<file path="config.mk">
export PLATFORM = sky130hd
export DESIGN_NAME = cpu_step_ctrl
export DESIGN_NICKNAME = d
export VERILOG_FILES = /design/src/rtl/cpu_step_ctrl.sv
export SDC_FILE = /design/constraint.sdc
export NUM_CORES = 1
export LEC_CHECK = 0
export CORE_ASPECT_RATIO = 0.8
export CORE_MARGIN = 10
export CORE_UTILIZATION = 40
export CTS_CLUSTER_SIZE = 16
export DETAILED_ROUTE_END_ITERATION = 10
export GPL_TIMING_DRIVEN = 1
export MAX_ROUTING_LAYER = met4
export PLACE_DENSITY = 0.73
export SYNTH_ARGS = -nofsm -noshare
export SYNTH_HDL_FRONTEND = slang
export SYNTH_SLANG_ARGS = --single-unit
</file>
<file path="constraint.sdc">
create_clock -name clk -period 3.8 [get_ports clk]
set_input_delay 0.76 -clock clk [delete_from_list [all_inputs] [get_ports clk]]
set_output_delay 0.76 -clock clk [all_outputs]
set_load 0.01 [all_outputs]
</file>
<file path="src/rtl/cpu_step_ctrl.sv">
// Execution controller for the board-level MIPS pipeline: turns debounced button
// pulses into the CPU clock-enable (halt / single-step / run / slow run) with a PC breakpoint.
module cpu_step_ctrl #(
  parameter logic [23:0] SLOW_DIV = 24'd5_000_000,
  parameter int unsigned AW       = 32
) (
  input  logic          clk,
  input  logic          rst_n,
  input  logic          step_p,
  input  logic          run_p,
  input  logic          slow_p,
  input  logic          halt_p,
  input  logic          bp_en,
  input  logic [AW-1:0] bp_addr,
  input  logic [AW-1:0] pc,
  output logic          cpu_ce,
  output logic [1:0]    mode,
  output logic          bp_hit,
  output logic [15:0]   step_cnt
);

  localparam logic [1:0] ST_HALT = 2'd0;
  localparam logic [1:0] ST_RUN  = 2'd1;
  localparam logic [1:0] ST_SLOW = 2'd2;
  localparam logic [1:0] ST_STEP = 2'd3;

  logic [1:0]  state_q, state_d;
  logic [23:0] div_cnt_q, div_cnt_d;
  logic        skip_q, skip_d;
  logic        bp_hit_q, bp_hit_d;
  logic [15:0] step_cnt_q, step_cnt_d;

  logic tick_s;
  logic ce_raw_s;
  logic active_s;
  logic bp_match_s;
  logic bp_stop_s;
  logic cpu_ce_s;
  logic enter_active_s;
  logic leave_halt_s;

  // Enable generation: what the current state wants, then gated by the breakpoint.
  always_comb begin
    tick_s   = 1'b0;
    ce_raw_s = 1'b0;
    active_s = 1'b0;
    case (state_q)
      ST_HALT: begin
        ce_raw_s = 1'b0;
      end
      ST_RUN: begin
        ce_raw_s = 1'b1;
        active_s = 1'b1;
      end
      ST_SLOW: begin
        tick_s   = (div_cnt_q == (SLOW_DIV - 24'd1));
        ce_raw_s = tick_s;
        active_s = 1'b1;
      end
      ST_STEP: begin
        ce_raw_s = 1'b1;
      end
      default: begin
        ce_raw_s = 1'b0;
      end
    endcase
    // skip lets a resumed run execute the instruction it stopped on
    bp_match_s = active_s & bp_en & (pc == bp_addr) & ~skip_q;
    bp_stop_s  = ce_raw_s & bp_match_s;
    cpu_ce_s   = ce_raw_s & ~bp_stop_s;
  end

  // Next-state selection; pulse priority is halt > run > slow > step.
  always_comb begin
    state_d = state_q;
    case (state_q)
      ST_HALT: begin
        if (halt_p) begin
          state_d = ST_HALT;
        end else if (run_p) begin
          state_d = ST_RUN;
        end else if (slow_p) begin
          state_d = ST_SLOW;
        end else if (step_p) begin
          state_d = ST_STEP;
        end else begin
          state_d = ST_HALT;
        end
      end
      ST_STEP: begin
        if (halt_p) begin
          state_d = ST_HALT;
        end else if (run_p) begin
          state_d = ST_RUN;
        end else if (slow_p) begin
          state_d = ST_SLOW;
        end else begin
          state_d = ST_HALT;
        end
      end
      ST_RUN: begin
        if (bp_stop_s || halt_p || run_p) begin
          state_d = ST_HALT;
        end else if (slow_p) begin
          state_d = ST_SLOW;
        end else begin
          state_d = ST_RUN;
        end
      end
      ST_SLOW: begin
        if (bp_stop_s || halt_p) begin
          state_d = ST_HALT;
        end else if (run_p) begin
          state_d = ST_RUN;
        end else if (slow_p) begin
          state_d = ST_HALT;
        end else begin
          state_d = ST_SLOW;
        end
      end
      default: begin
        state_d = ST_HALT;
      end
    endcase
  end

  // Divider, resume-skip, sticky breakpoint flag and enable counter.
  always_comb begin
    enter_active_s = (state_d != state_q) && ((state_d == ST_RUN) || (state_d == ST_SLOW));
    leave_halt_s   = (state_q == ST_HALT) && (state_d != ST_HALT);

    // the divider only runs while staying in SLOW, so every entry starts from 0
    if ((state_q == ST_SLOW) && (state_d == ST_SLOW)) begin
      div_cnt_d = tick_s ? 24'd0 : (div_cnt_q + 24'd1);
    end else begin
      div_cnt_d = 24'd0;
    end

    if (enter_active_s) begin
      skip_d = 1'b1;
    end else if (cpu_ce_s) begin
      skip_d = 1'b0;
    end else begin
      skip_d = skip_q;
    end

    if (bp_stop_s) begin
      bp_hit_d = 1'b1;
    end else if (leave_halt_s) begin
      bp_hit_d = 1'b0;
    end else begin
      bp_hit_d = bp_hit_q;
    end

    if (cpu_ce_s) begin
      step_cnt_d = step_cnt_q + 16'd1;
    end else begin
      step_cnt_d = step_cnt_q;
    end
  end

  // State registers with synchronous active-low reset.
  always_ff @(posedge clk) begin
    if (!rst_n) begin
      state_q    <= ST_HALT;
      div_cnt_q  <= 24'd0;
      skip_q     <= 1'b0;
      bp_hit_q   <= 1'b0;
      step_cnt_q <= 16'd0;
    end else begin
      state_q    <= state_d;
      div_cnt_q  <= div_cnt_d;
      skip_q     <= skip_d;
      bp_hit_q   <= bp_hit_d;
      step_cnt_q <= step_cnt_d;
    end
  end

  assign cpu_ce   = cpu_ce_s;
  assign mode     = state_q;
  assign bp_hit   = bp_hit_q;
  assign step_cnt = step_cnt_q;

endmodule

</file>
==> results.json <==
{
  "run_status": "finished, final reports clean",
  "cts-root-buf": "sky130_fd_sc_hd__clkbuf_8",
  "antenna_found_initial": 0,
  "route.detailed.vias_per_inst": 4.99,
  "min_from": "div_cnt_q[0]",
  "preCtsSetupSlack_ps": 388,
  "synth_edf_count": 0,
  "cts_inserted_buffers": 5,
  "cts.htree.levels": 2,
  "timing.critical_path.from_type": "flop",
  "initial_utilization_pct": 42.1,
  "final_min_period_over_clock_period_pct": 94.1,
  "die_outline_width_um": 109,
  "cts_tree": "done",
  "route.vias.total": 2369,
  "grtUsageTotal_pct": 14.0,
  "numPortBuffers": 90,
  "remaining_drc_errors": 0,
  "critPathRequiredTime_ps": 3040,
  "placed_cell_area_mm2": 0.00352,
  "layout.cells.most_common": "sky130_fd_sc_hd__clkdlybuf4s50_1",
  "clkSinkCount": 44,
  "slew_headroom_pct": 49.7,
  "first_pass_iters": 4,
  "worstHoldPathType": "flop to flop",
  "wl_um": 7020,
  "worst_slack_setup_final_ps": 223,
  "area_of_the_core_region_mm2": 0.00604,
  "layout-drive-gt1-share_pct": 4.31,
  "netlist_instances": 300,
  "dr.first_iter.drc_count": 110,
  "synthArstFlopShare_pct": 0,
  "cts_post_setup_buffers_inserted": 0,
  "die_h_um": 91.3,
  "endpoint_kind": "output port",
  "post_cts.resized_instances": 0,
  "std_cell_rows": 25,
  "post_layout_nonfiller_instances": 475,
  "grt_first_pass_wirelength_um": 11200,
  "yosys_warnings": 0,
  "utilization_pct": 60.1,
  "worst-path-max-fanout": 10,
  "reg2reg_setup_slack_ps": 680,
  "nNetsFinal": 472,
  "cp_top_family": "buffers and inverters",
  "dpl.cell_count": 467,
  "worstSetupStartpoint": "mode[0]",
  "finClkSkew_ps": 8.32,
  "power.density_cell_area_mw_per_mm2": 268,
  "crit_chain": "inv_1 -> ha_1 -> or3_1 -> o32a_4 -> nor2_8 -> clkdlybuf4s50_1",
  "cts_buffer_depth": 2,
  "worst_r2r_startpoint": "mode[0]",
  "timing.setup.critical_path_class": "flop to output port",
  "max-cap-violations": 0,
  "routed_length_per_instance_um": 14.8,
  "cts.clk_slew.worst_paths_ps": 80,
  "yosysUniqueCellTypes": 44,
  "first_global_vias": 2278,
  "area_growth_syn_to_layout_pct": 42.7,
  "p_leak_nw": 1.21,
  "synth.ff_latch_count": 44,
  "largest_stage_delay_worst_path_ps": 580,
  "cp_slowest_cell": "sky130_fd_sc_hd__clkdlybuf4s50_1",
  "fmaxAchievable_ghz": 0.280,
  "min_period_ps": 3580,
  "gpl.final_weighted_congestion": 0.909,
  "cp.buffers_inverters": 2,
  "route.antenna.remaining_nets": 0,
  "mapped_avg_cell_area_um2": 8.47,
  "max-vdd-ir-drop_v": 0.000254,
  "antenna_cells_inserted": 0,
  "worst-endpoint-arrival_ps": 2820,
  "grt.overflow.total": 0,
  "fp.dieArea_mm2": 0.00997,
  "final-max-slew-violation-count": 0,
  "timing.final.hold_violations": 0,
  "synth.net_count": 379,
  "maximum_number_of_pins_on_one_net_before_global_route_repair": 25,
  "clk-insertion-delay-late_ps": 300,
  "final.setup.tns_ps": 0,
  "most_frequent_cells_in_the_layout": "sky130_fd_sc_hd__clkdlybuf4s50_1 (90), sky130_fd_sc_hd__dfxtp_1 (44), sky130_fd_sc_hd__nor2_1 (43)",
  "tightestPinTransition_ps": 749,
  "synth_area_mm2": 0.00254,
  "setup_viol_count_final": 0,
  "synthFlopType": "sky130_fd_sc_hd__dfxtp_1",
  "synth_sequential_area_ratio_pct": 34.6,
  "setup_repair_after_global_routing_missed_its_margin": "false",
  "dp_hpwl_um": 5740,
  "pin_count": 91,
  "final_design_area_no_fill_mm2": 0.00363,
  "cts_hold_repair.buffers": 0
}
[registers in the layout, summed over array words and instances, names as in the netlist]
signal	cells
div_cnt_q	24
step_cnt	16
mode	2
bp_hit	1
skip_q	1
[metrics by stage]
step	hold slack, ps	power (mW)
global route	495	1.01
CTS	475	0.985
floorplan	426	0.541
detailed placement	456	0.634
global placement	443	0.632
finish	463	0.973
[synthesized netlist by cell type, types with 2 or more instances]
library cell               instances  area (µm²)
sky130_fd_sc_hd__dfxtp_1          44         881
sky130_fd_sc_hd__nor2_1           43         161
sky130_fd_sc_hd__xnor2_1          40         350
sky130_fd_sc_hd__nand2_1          20        75.1
sky130_fd_sc_hd__xor2_1           18         158
sky130_fd_sc_hd__nand3_1          15        75.1
sky130_fd_sc_hd__nand4_1          15        93.8
sky130_fd_sc_hd__a21oi_1          12        60.1
sky130_fd_sc_hd__o21ai_0          11        55.1
sky130_fd_sc_hd__inv_1             9        33.8
sky130_fd_sc_hd__ha_1              8         100
sky130_fd_sc_hd__and3_1            7        43.8
sky130_fd_sc_hd__or3_1             7        43.8
sky130_fd_sc_hd__and2_1            5        31.3
sky130_fd_sc_hd__nor3_1            5        25.0
sky130_fd_sc_hd__o31ai_1           5        37.5
sky130_fd_sc_hd__or4_1             5        37.5
sky130_fd_sc_hd__clkbuf_1          3        11.3
sky130_fd_sc_hd__nand4b_1          2        17.5
sky130_fd_sc_hd__nor4_1            2        12.5
[worst paths after layout]
path	end	depth (start not counted)
worst max-delay path	cpu_ce	6
worst min-delay path	div_cnt_q[0]	1
worst max register to register	div_cnt_q[14]	12
worst min register to register	div_cnt_q[0]	1
[final cells by class]
class	instances	area (µm²)
Fill cell	535	2410
Timing Repair Buffer	91	908
Tap cell	81	101
Multi-Input combinational cell	241	1590
Inverter	10	37.5
Clock buffer	6	72.6
Clock inverter	2	35.0
Sequential cell	44	881
[worst reg2reg max path, stage by stage (launching register included)]
cell                      delay [ps]
sky130_fd_sc_hd__dfxtp_1         530
sky130_fd_sc_hd__inv_1           120
sky130_fd_sc_hd__ha_1            330
sky130_fd_sc_hd__or3_1           390
sky130_fd_sc_hd__o32a_4          350
sky130_fd_sc_hd__and4b_2         350
sky130_fd_sc_hd__nor2_1           50
sky130_fd_sc_hd__a21o_1          160
sky130_fd_sc_hd__nand2_1         110
sky130_fd_sc_hd__ha_1            170
sky130_fd_sc_hd__nand4_1          90
sky130_fd_sc_hd__buf_4           220
sky130_fd_sc_hd__nor2_1          160
[kinds of logic after synthesis]
kind of cell / share of synthesized area [%]
buf+inv: 2.76
compound gates: 8.91
xor+xnor: 20.0
fa+ha+maj: 3.94
mux: 0.394
flops: 34.6
simple gates: 29.4
[report_power, final]
group | total [mW] | switching, mW | leakage (nW) | internal [mW]
Clock | 0.351 | 0.155 | 0.0552 | 0.195
Combinational | 0.155 | 0.0513 | 0.804 | 0.104
Sequential | 0.467 | 0.00339 | 0.355 | 0.463
Total | 0.973 | 0.210 | 1.21 | 0.763
[routing by layer]
| layer | vias to the layer above | track usage (%) | routed length (µm) |
|---|---|---|---|
| met2 | 75 | 22.0 | 3000 |
| li1 | 1225 | - | - |
| met1 | 1062 | 17.4 | 3320 |
| met4 | 0 | 3.29 | 57 |
| met5 | - | - | 0 |
| met3 | 7 | 3.60 | 647 |
Power figures use the tool's default switching activity.
